[src/rtl/riscv_pkg.sv]
// Shared RISC-V load/store encodings, memory-access FSM states and error cause codes.
package riscv_pkg;

    localparam logic [2:0] F3Byte  = 3'b000;
    localparam logic [2:0] F3Half  = 3'b001;
    localparam logic [2:0] F3Word  = 3'b010;
    localparam logic [2:0] F3ByteU = 3'b100;
    localparam logic [2:0] F3HalfU = 3'b101;

    typedef enum logic [1:0] {
        StIdle,
        StReq,
        StDone
    } mau_state_e;

    typedef enum logic [1:0] {
        ErrNone     = 2'b00,
        ErrMisalign = 2'b01,
        ErrTimeout  = 2'b10,
        ErrIllegal  = 2'b11
    } err_cause_e;

    function automatic logic is_legal_load(input logic [2:0] f3);
        return (f3 == F3Byte) || (f3 == F3Half) || (f3 == F3Word) ||
               (f3 == F3ByteU) || (f3 == F3HalfU);
    endfunction

    function automatic logic is_legal_store(input logic [2:0] f3);
        return (f3 == F3Byte) || (f3 == F3Half) || (f3 == F3Word);
    endfunction

endpackage

[src/rtl/lsu_align.sv]
// Combinational lane steering: byte enables and replicated store data, plus load
// lane extraction with sign/zero extension.
module lsu_align
    import riscv_pkg::*;
(
    input  logic [1:0]  st_size_i,
    input  logic [1:0]  st_off_i,
    input  logic [31:0] st_data_i,
    input  logic [2:0]  ld_funct3_i,
    input  logic [1:0]  ld_off_i,
    input  logic [31:0] ld_data_i,
    output logic [3:0]  be_o,
    output logic [31:0] st_data_o,
    output logic [31:0] ld_data_o
);

    logic [7:0]  ld_byte;
    logic [15:0] ld_half;

    // Halves only look at off[1]; a stray off[0] is dropped here by construction.
    always_comb begin
        be_o      = 4'b1111;
        st_data_o = st_data_i;
        case (st_size_i)
            2'b00: begin
                be_o      = 4'b0001 << st_off_i;
                st_data_o = {4{st_data_i[7:0]}};
            end
            2'b01: begin
                be_o      = st_off_i[1] ? 4'b1100 : 4'b0011;
                st_data_o = {2{st_data_i[15:0]}};
            end
            default: begin
                be_o      = 4'b1111;
                st_data_o = st_data_i;
            end
        endcase
    end

    assign ld_byte = ld_data_i[{ld_off_i, 3'b000} +: 8];
    assign ld_half = ld_off_i[1] ? ld_data_i[31:16] : ld_data_i[15:0];

    always_comb begin
        ld_data_o = '0;
        case (ld_funct3_i)
            F3Byte:  ld_data_o = {{24{ld_byte[7]}}, ld_byte};
            F3Half:  ld_data_o = {{16{ld_half[15]}}, ld_half};
            F3Word:  ld_data_o = ld_data_i;
            F3ByteU: ld_data_o = {24'h0, ld_byte};
            F3HalfU: ld_data_o = {16'h0, ld_half};
            default: ld_data_o = '0;
        endcase
    end

endmodule

[src/rtl/mem_access_unit.sv]
// MEM-stage data-bus access unit (IDLE/REQ/DONE) with bus timeout.
// Define MEM_ACCESS_MISALIGN_TRAP_EN to trap misaligned half/word accesses.
module mem_access_unit
    import riscv_pkg::*;
#(
    parameter int unsigned TIMEOUT = 64
) (
    input  logic        clk,
    input  logic        reset,
    input  logic        mem_read_m,
    input  logic        mem_write_m,
    input  logic [2:0]  funct3_m,
    input  logic [31:0] addr_m,
    input  logic [31:0] wdata_m,
    output logic        stall_m,
    output logic [31:0] rdata_m,
    output logic        done_m,
    output logic        err_m,
    output logic [1:0]  err_cause_m,
    output logic        bus_req,
    output logic        bus_we,
    output logic [31:0] bus_addr,
    output logic [3:0]  bus_be,
    output logic [31:0] bus_wdata,
    input  logic        bus_ack,
    input  logic [31:0] bus_rdata
);

    localparam int unsigned CntW = (TIMEOUT > 1) ? $clog2(TIMEOUT) : 1;
    localparam logic [CntW-1:0] CntLast = CntW'(TIMEOUT - 1);

    mau_state_e      state_q;
    logic [CntW-1:0] cnt_q;
    logic [2:0]      f3_q;
    logic [1:0]      off_q;
    logic            bus_req_q, bus_we_q, done_q, err_q;
    logic [1:0]      cause_q;
    logic [31:0]     bus_addr_q, bus_wdata_q, rdata_q;
    logic [3:0]      bus_be_q;

    logic            access, is_store, legal;
    logic [3:0]      be_c;
    logic [31:0]     st_data_c, ld_data_c;

    assign access   = mem_read_m | mem_write_m;
    assign is_store = mem_write_m;  // a simultaneous read is dropped in favour of the store
    assign legal    = is_store ? is_legal_store(funct3_m) : is_legal_load(funct3_m);

`ifdef MEM_ACCESS_MISALIGN_TRAP_EN
    logic misaligned;
    assign misaligned = ((funct3_m[1:0] == 2'b01) && addr_m[0]) ||
                        ((funct3_m[1:0] == 2'b10) && (addr_m[1:0] != 2'b00));
`endif

    lsu_align u_align (
        .st_size_i   (funct3_m[1:0]),
        .st_off_i    (addr_m[1:0]),
        .st_data_i   (wdata_m),
        .ld_funct3_i (f3_q),
        .ld_off_i    (off_q),
        .ld_data_i   (bus_rdata),
        .be_o        (be_c),
        .st_data_o   (st_data_c),
        .ld_data_o   (ld_data_c)
    );

    always_ff @(posedge clk or negedge reset) begin
        if (!reset) begin
            state_q     <= StIdle;
            cnt_q       <= '0;
            f3_q        <= '0;
            off_q       <= '0;
            bus_req_q   <= 1'b0;
            bus_we_q    <= 1'b0;
            bus_addr_q  <= '0;
            bus_be_q    <= '0;
            bus_wdata_q <= '0;
            done_q      <= 1'b0;
            err_q       <= 1'b0;
            cause_q     <= ErrNone;
            rdata_q     <= '0;
        end else begin
            done_q  <= 1'b0;
            err_q   <= 1'b0;
            cause_q <= ErrNone;
            unique case (state_q)
                StIdle: begin
                    if (access) begin
                        if (!legal) begin
                            state_q <= StDone;
                            done_q  <= 1'b1;
                            err_q   <= 1'b1;
                            cause_q <= ErrIllegal;
                            rdata_q <= '0;
`ifdef MEM_ACCESS_MISALIGN_TRAP_EN
                        end else if (misaligned) begin
                            state_q <= StDone;
                            done_q  <= 1'b1;
                            err_q   <= 1'b1;
                            cause_q <= ErrMisalign;
                            rdata_q <= '0;
`endif
                        end else begin
                            state_q     <= StReq;
                            cnt_q       <= '0;
                            f3_q        <= funct3_m;
                            off_q       <= addr_m[1:0];
                            bus_req_q   <= 1'b1;
                            bus_we_q    <= is_store;
                            bus_addr_q  <= {addr_m[31:2], 2'b00};
                            bus_be_q    <= be_c;
                            bus_wdata_q <= is_store ? st_data_c : '0;
                        end
                    end
                end
                StReq: begin
                    if (bus_ack) begin
                        state_q   <= StDone;
                        bus_req_q <= 1'b0;
                        done_q    <= 1'b1;
                        if (!bus_we_q) begin
                            rdata_q <= ld_data_c;
                        end
                    end else if (cnt_q == CntLast) begin
                        state_q   <= StDone;
                        bus_req_q <= 1'b0;
                        done_q    <= 1'b1;
                        err_q     <= 1'b1;
                        cause_q   <= ErrTimeout;
                        rdata_q   <= '0;
                    end else begin
                        cnt_q <= cnt_q + 1'b1;
                    end
                end
                StDone: begin
                    state_q <= StIdle;
                end
                default: begin
                    state_q <= StIdle;
                end
            endcase
        end
    end

    // Gated by reset so the stall also reads 0 while the unit is held in reset.
    assign stall_m = reset & (((state_q == StIdle) & access) | (state_q == StReq));

    assign rdata_m     = rdata_q;
    assign done_m      = done_q;
    assign err_m       = err_q;
    assign err_cause_m = cause_q;
    assign bus_req     = bus_req_q;
    assign bus_we      = bus_we_q;
    assign bus_addr    = bus_addr_q;
    assign bus_be      = bus_be_q;
    assign bus_wdata   = bus_wdata_q;

endmodule

[config.mk]
export PLATFORM = sky130hd
export DESIGN_NAME = mem_access_unit
export DESIGN_NICKNAME = d
export VERILOG_FILES = /design/src/rtl/riscv_pkg.sv /design/src/rtl/lsu_align.sv /design/src/rtl/mem_access_unit.sv
export SDC_FILE = /design/constraint.sdc
export NUM_CORES = 1
export LEC_CHECK = 0
export ABC_AREA = 1
export ABC_CLOCK_PERIOD_IN_PS = 1700
export BUFFER_PORTS_ARGS = -buffer_cell sky130_fd_sc_hd__buf_2
export CORE_MARGIN = 3
export CORE_UTILIZATION = 51
export CTS_BUF_LIST = sky130_fd_sc_hd__clkbuf_16
export CTS_CLUSTER_DIAMETER = 100
export CTS_CLUSTER_SIZE = 20
export DETAILED_ROUTE_END_ITERATION = 10
export PLACE_DENSITY = 0.81
export SETUP_SLACK_MARGIN = 0.2
export SYNTH_ARGS = -nofsm -noshare
export SYNTH_HDL_FRONTEND = slang
export SYNTH_HIERARCHICAL = 1
export SYNTH_SLANG_ARGS = --single-unit
[constraint.sdc]
create_clock -name clk -period 1.7 [get_ports clk]
set_clock_uncertainty 0.1 [all_clocks]
set_input_delay 0.255 -clock clk [delete_from_list [all_inputs] [get_ports clk]]
set_output_delay 0.255 -clock clk [all_outputs]
set_load 0.02 [all_outputs]
==> results by group, run 1 <==
Floorplan
  – Boundary Pins: 211
  – Die area: 13,700 um^2
  – Initial Utilization: 53.6%
  – Row count: 39
  – Core area: around 12,000 um^2
  – Die Span X: 117 um
  – Die height: 117 um

Power
  – Switching share of power: about 45%
  – PwrDens: about 1900 nW/um^2
  – Tot Pwr: 17.6 mW
  – P_sw: 7.92 mW
  – Int Power: 9.67 mW
  – Proportion of power drawn by flip-flops and latches: 27.5%
  – Lkg Pwr: about 5.2 nW
  – Maximum VDD drop: 1.26 mV
  – Combinational share of power: 51.7%
  – Clk pwr share: between 20% and 30%

Route
  – Vias per cell: ~5.6
  – DRT iter0 DRCs: 783
  – ANT nets after route: 0
  – DRC: 0
  – Pre-antenna DRT Iters: 6
  – Vias: 6,994
  – Final WL: 22,800 um
  – Drt wl/cell: 18.1 um

Clocking
  – CTS tree: done
  – Clk sink count: 116
  – Clock transition at path regs: 0.06 ns
  – Worst skew pair latency: roughly 0.43 ns
  – CTS H-tree lvls: 4
  – Max clock buf depth: 2
  – Clk root buf: clkbuf_16
  – Hold_buf cts: 33
  – CTS buffer count: 17

Finish
  – Final core utilization: between 70% and 80%
  – Fraction of layout cells with a size suffix above 1: 41.8%
  – Design Area, Final: 9260 um^2
  – Area grow syn2layout: 47.6%
  – N_diodes: 0
  – Final #Nets: 1,209

Setup path
  – Worst Setup Path Type: reg2out
  – Crit. path cell count: 4
  – Startpoint types: flop
  – Crit. End Element: output port
  – R2R depth: 8
  – Crit-path leading delay family: flip-flops
  – CP Buf/Inv Count: 1
  – CP max stage delay: roughly 0.44 ns
  – Max stage delay cell, worst path: dfrtp_2
  – Crit path arrival time: 1.40 ns
  – CP cell instances: nor2_4 > nand2_2 > a21boi_2 > buf_6
  – Worst-path maximum fanout: 3
  – CP required: approximately 1.3 ns

Place
  – Placed Area: 7320 um^2
  – RePlAce Congestion: 0.825
  – Setup slack at placement: 0.0135 ns
  – HPWL after DPL: approximately 12,000 um
  – # port buffers: 208

Worst hold path
  – Worst Hold Class: in2async

GRT
  – First-pass GRT wire length: 31,900 um
  – Global Route Usage Sum: 30.1%
  – Vias in the first global route: 6,445
  – Total congestion overflow: 0
  – Largest net degree at the start of global routing: 117
  – Initial antenna violation count: 0

Timing
  – Max Fclk: 0.570 GHz
  – Max_slew headroom: 59.9%
  – Minimum clock period after layout: between 1.5 and 2 ns
  – Fin worst setup slack: -0.0540 ns
  – Final count of hold timing violations: 116
  – Tcrit/Tclk final: 103%
  – RSZ-0062 raised after global routing: yes
  – Max-slew violations: 0
  – Measured slew at the worst slew-check pin: between 0.6 and 0.7 ns
  – Final Setup Violations: 2
  – Min Hold Slack: -0.128 ns

Synthesis
  – Avg Cell Area, Syn: around 7.5 um^2
  – Synthesis Warnings: 6
  – Distinct cells, synth: 34
  – Cell count after synthesis: 831
  – Flops & latches, synth: 116
  – Seq/Total Area, Yosys: 46.3%
  – Syn Std Cell Area: about 6300 um^2

Status
  – Failing checks: negative hold slack, negative setup slack
  – Status: finished, violations left

Job
  – Max-cap viol count: 0
stage by stage:
step / TNS [ns] / cells / hold WS (ns)
5_1_grt: -0.988 / 1260 / -0.0835
4_1_cts: -0.0607 / 1232 / -0.105
2_1_floorplan: 0 / 832 / -0.141
6_report: -0.0547 / 1260 / -0.128
3_3_place_gp: 0 / 1154 / 0.341
3_5_place_dp: 0 / 1154 / 0.341
state kept, by name, summed over array words and instances, names as in the netlist:
name         flops
rdata_m         32
off_q            2
err_cause_m      2
state_q          2
bus_req          1
cnt_q            6
bus_we           1
bus_be           4
f3_q             3
bus_wdata       32
bus_addr        30
done_m           1
power groups by stage:
stage                     combinational, mW  clock (mW)  sequential (mW)
after CTS                              7.62        3.64             4.65
final                                  9.10        3.66             4.83
after floorplan                        3.55           0             5.84
after global placement                 6.62           0             4.60
after detailed placement               6.79           0             4.58
after global routing                   9.77        3.81             4.95
worst register-to-register path: stages (launching register included):
cell	delay, ns
dfrtp_2	0.44
nor2_4	0.13
buf_4	0.12
buf_6	0.11
nand3_4	0.14
buf_12	0.21
clkbuf_16	0.16
nand2_1	0.06
o21ai_0	0.10
cells in the mapped netlist:
cell / instances / area [um^2]
nand2_1: 377 / 1420
dfrtp_1: 116 / 2900
o21ai_0: 46 / 230
nor2_1: 40 / 150
inv_1: 39 / 146
nand4_1: 32 / 200
nand2_2: 27 / 169
buf_4: 17 / 128
clkbuf_1: 15 / 56.3
nand3_1: 15 / 75.1
o21ai_1: 15 / 75.1
inv_2: 14 / 52.6
nor2_2: 14 / 87.6
buf_6: 13 / 146
o211ai_1: 10 / 75.1
buf_2: 7 / 35.0
o21ai_2: 5 / 43.8
buf_12: 4 / 80.1
clkinv_2: 4 / 20.0
a21oi_1: 3 / 15.0
nand2_4: 3 / 33.8
nand3_2: 2 / 20.0
xor2_1: 2 / 17.5
a21boi_0: 1 / 7.51
and2_4: 1 / 8.76
buf_8: 1 / 15.0
conb_1: 1 / 3.75
ha_1: 1 / 12.5
inv_4: 1 / 6.26
mux2i_1: 1 / 10.0
nor3_2: 1 / 10.0
or2_1: 1 / 6.26
or2_4: 1 / 8.76
xnor2_1: 1 / 8.76
path summary, 6_finish.rpt:
kind | start | to | slack, ns
min in group clk | wdata_m[7] | bus_wdata[7] | 0.02
worst max register to register | state_q[0] | bus_wdata[15] | 0
max in group asynchronous | reset | f3_q[2] | 1.17
worst min register to register | bus_addr[7] | bus_addr[7] | 0.37
worst min-delay path | reset | rdata_m[6] | -0.13
worst max-delay path | state_q[0] | stall_m | -0.05
routing by layer:
metal	track usage, %	share of wire, %	up-vias
met3	7.92	10	109
met5	0	0	-
li1	-	-	3150
met2	49.3	49	515
met1	36.6	35	3220
met4	15.7	5.3	0
layout by cell type (no fill, tap or decap), types with 4 or more instances in the layout:
cell type,n
nand2_1,316
buf_2,206
dfrtp_1,112
nand2_2,80
inv_1,38
nor2_1,34
dlygate4sd3_1,33
nand4_1,32
buf_4,32
o21ai_1,27
o21ai_0,25
clkbuf_16,25
inv_2,15
nand3_1,14
buf_6,14
nor2_2,13
o21ai_2,12
buf_12,12
o211ai_1,10
nand2_4,9
nor2_4,7
clkinv_2,6
nand2_8,5
dfrtp_2,4
layout make-up:
| type | count | area, um^2 |
|---|---|---|
| flip-flops and latches | 116 | 2910 |
| repair buffers | 307 | 2230 |
| clock buffers | 17 | 425 |
| well taps | 143 | 179 |
| fillers | 760 | 2450 |
| inverters | 58 | 240 |
| clock inverters | 15 | 164 |
| multi-input cells | 604 | 3110 |
kinds of logic after synthesis:
group	after synthesis	share of synthesized area (%)
fa+ha+maj	1	0.199
simple gates	514	34.8
mux	1	0.160
other cells	1	0.0598
buf+inv	115	10.9
compound gates	80	7.12
flops	116	46.3
xor+xnor	3	0.419
what timing repair did:
action | in CTS | in global routing
setup endpoints to repair | 80 | 114
gates resized for setup | 58 | 109
cloned | 3 | 12
endpoints found under the hold margin | 149 | 116
pin swaps | 9 | 18
buffers inserted | 10 | 16
(Power assumes the default switching activity.)
==> run 2, diff against run 1 <==
--- a/config.mk
+++ b/config.mk
@@ -8,13 +8,15 @@
 export ABC_AREA = 1
 export ABC_CLOCK_PERIOD_IN_PS = 1700
 export BUFFER_PORTS_ARGS = -buffer_cell sky130_fd_sc_hd__buf_2
+export CELL_PAD_IN_SITES_DETAIL_PLACEMENT = 1
+export CELL_PAD_IN_SITES_GLOBAL_PLACEMENT = 1
 export CORE_MARGIN = 3
-export CORE_UTILIZATION = 51
+export CORE_UTILIZATION = 36
 export CTS_BUF_LIST = sky130_fd_sc_hd__clkbuf_16
 export CTS_CLUSTER_DIAMETER = 100
 export CTS_CLUSTER_SIZE = 20
 export DETAILED_ROUTE_END_ITERATION = 10
-export PLACE_DENSITY = 0.81
+export PLACE_DENSITY_LB_ADDON = 0.1
 export SETUP_SLACK_MARGIN = 0.2
 export SYNTH_ARGS = -nofsm -noshare
 export SYNTH_HDL_FRONTEND = slang
==> run 2 against run 1 <==
The run ends with negative setup slack left. Die area up 39%. Sequential cell count unchanged. Fmax up 0.23%. Critical path type unchanged.
==> results by group, run 2 (synthesized netlist as in run 1, its figures left out) <==
Route
  – ANT nets after route: 0 (unchanged)
  – Vias: 6,464 (-7.6%)
  – Vias per cell: 4.86 (-12%)
  – DRT iter0 DRCs: 300 (-62%)
  – Final WL: 23,000 um (+1.2%)
  – DRC: 0 (unchanged)
  – Drt wl/cell: 17.3 um (-4.1%)
  – Pre-antenna DRT Iters: 4 (-2)

Clocking
  – Max clock buf depth: 2 (unchanged)
  – Clk sink count: 116 (unchanged)
  – CTS tree: done
  – Clock transition at path regs: 0.06 ns (about the same)
  – CTS buffer count: 17 (unchanged)
  – Worst skew pair latency: 0.42 ns (about the same)
  – Clk root buf: clkbuf_16
  – CTS H-tree lvls: 4 (unchanged)

Setup path
  – R2R depth: 10 (+2)
  – Worst reg2reg startpoint: state_q[0]
  – CP required: 1.34 ns (about the same)
  – CP cell instances: nor2_1 > buf_4 > nand2_4 > a21boi_2 > buf_6
  – Crit. End Element: output port
  – Worst-path maximum fanout: 3 (unchanged)
  – CP Buf/Inv Count: 2 (+1)
  – Worst Setup Path Type: reg2out
  – CP max stage delay: 0.42 ns (-0.02 ns)
  – Reg2reg setup slack: -0.01 ns (about the same)
  – Crit-path leading delay family: flip-flops
  – Crit path arrival time: 1.39 ns (about the same)
  – Startpoint types: flop
  – Worst R2R End: rdata_m[17]
  – Max stage delay cell, worst path: dfrtp_1

Floorplan
  – Boundary Pins: 211 (unchanged)
  – Initial Utilization: 37.3% (-16 points)
  – Core area: 16,800 um^2 (+44%)
  – Die height: 138 um (+18%)
  – Row count: 47 (+21%)
  – Die area: 19,000 um^2 (+39%)
  – Die Span X: 138 um (+18%)

Power
  – Maximum VDD drop: 0.933 mV (-26%)
  – Int Power: 9.22 mW (-4.6%)
  – Proportion of power drawn by flip-flops and latches: 28.1% (+0.6 points)
  – Switching share of power: 44.1% (-0.97 points)
  – P_sw: 7.26 mW (-8.3%)
  – Combinational share of power: 49.3% (-2.4 points)
  – Clk pwr share: 22.5% (+1.7 points)
  – Tot Pwr: 16.5 mW (-6.3%)
  – PwrDens: 1850 nW/um^2 (-2.6%)
  – Lkg Pwr: 5.01 nW (-2.9%)

Timing
  – Fin worst setup slack: -0.0500 ns (+0.00402 ns)
  – Setup tns final: -0.0564 ns (-0.00167 ns)
  – Final Setup Violations: 2 (unchanged)
  – Final count of hold timing violations: 0 (-100%)
  – Max-slew violations: 0 (unchanged)
  – Max Fclk: 0.571 GHz (+0.23%)
  – Tcrit/Tclk final: 103% (-0.24 points)
  – Minimum clock period after layout: 1.75 ns (-0.00402 ns)
  – RSZ-0062 raised after global routing: yes

Place
  – Setup slack at placement: -0.0325 ns (-0.0460 ns)
  – # port buffers: 208 (unchanged)
  – RePlAce Congestion: 0.830 (+0.53%)
  – HPWL after DPL: 15,100 um (+24%)
  – Placed Cells: 1,233 (+6.8%)

Worst hold path
  – Sink of the worst hold path: bus_wdata[6]
  – Worst Hold Depth: 3
  – Worst Hold Class: in2reg
  – Hold Crit Start: wdata_m[6]

Finish
  – Finished Layout Cells: 1,330 (+5.6%)
  – Commonest non-fill, non-tap cell in the layout: nand2_1
  – Area grow syn2layout: 42.0%
  – Leading cell types in the layout, fill and taps excluded: 375 x nand2_1, 206 x buf_2, 115 x dfrtp_1
  – Fraction of layout cells with a size suffix above 1: 34.6% (-7.2 points)
  – # fillers: 2,120 (+180%)
  – Final core utilization: 53.0% (-26 points)
  – Final #Nets: 1,200 (-0.74%)

GRT
  – First-pass GRT wire length: 36,100 um (+13%)
  – Initial antenna violation count: 3 (+3)
  – Vias in the first global route: 6,906 (+7.2%)
  – Global Route Usage Sum: 24.7% (-5.4 points)
  – Largest net degree at the start of global routing: 61 (-48%)
  – Total congestion overflow: 0 (unchanged)

Job
  – Max-cap viol count: 0 (unchanged)

Status
  – Status: finished, violations left
  – Failing checks: negative setup slack
-- run 2: changes by cell type in the layout (fill, tap and decap cells not counted), sizes merged, moves of 2 or more --
cell and delta:
clkbuf -8, buf -2, diode +2, nand2 -2
-- run 2: how the worst max path moves through the flow --
| stage | from | endpoint | slack (ns) | cells past startpoint |
|---|---|---|---|---|
| after floorplan | cnt_q[0] | rdata_m[20] | 0.18 | 9 |
| after global placement | funct3_m[1] | bus_we | 0.08 | 7 |
| after detailed placement | cnt_q[0] | rdata_m[19] | -0.03 | 8 |
| after CTS | state_q[1] | stall_m | -0.07 | 5 |
| after global routing | state_q[0] | stall_m | -0.11 | 5 |
| final | state_q[0] | stall_m | -0.05 | 5 |
-- run 2: through the flow --
stage / hold WS (ns) / instance area, um^2
after global routing: 0.0167 / 8910
after CTS: 0.00934 / 8790
after floorplan: -0.141 / 6290
final: 0.0185 / 8910
after detailed placement: 0.256 / 7490
after global placement: 0.242 / 7490
-- run 2: repair_timing --
item | in CTS | in global routing
hold buffers | 34 | 0
resized for setup | 33 | 8
buffers inserted | 12 | 10
pin swaps | 5 | 2
hold endpoints to repair | 149 | 0
setup endpoints to repair | 83 | 115
cloned | 6 | 1
-- run 2: per-layer routing --
layer  up-vias  wire length [um]  track usage [%]
met5         -                21                0
met4         4               445             7.35
met3        33              1500             7.51
met2       172             11700             43.2
met1      3134              9330             29.2
li1       3121                 -                -
-- run 2: power groups by stage --
stage | Sequential, mW | Combinational, mW | Clock, mW
floorplan | 5.84 | 3.55 | 0
global placement | 4.60 | 7.01 | 0
detailed placement | 4.61 | 7.19 | 0
CTS | 4.62 | 8.02 | 3.77
global route | 4.79 | 8.90 | 3.93
finish | 4.63 | 8.14 | 3.72
-- run 2: cell type report --
cell class	count	area [um^2]	share of cell area (%)
Timing Repair Buffer	298	2060	23.1
Antenna cell	2	5.00	0.0562
Tap cell	220	275	3.09
Inverter	58	239	2.68
Multi-Input combinational cell	603	2800	31.4
Clock inverter	15	181	2.04
Sequential cell	116	2900	32.6
Timing Repair inverter	1	20.0	0.225
Clock buffer	17	425	4.78
-- run 2: worst register-to-register path: stages, from the launching register on --
cell,delay [ns]
dfrtp_1,0.42
nor2_1,0.12
buf_4,0.13
buf_4,0.15
inv_1,0.06
nor2_2,0.16
nor2_4,0.05
buf_4,0.16
nand2_8,0.13
nand2_1,0.09
nand2_1,0.08
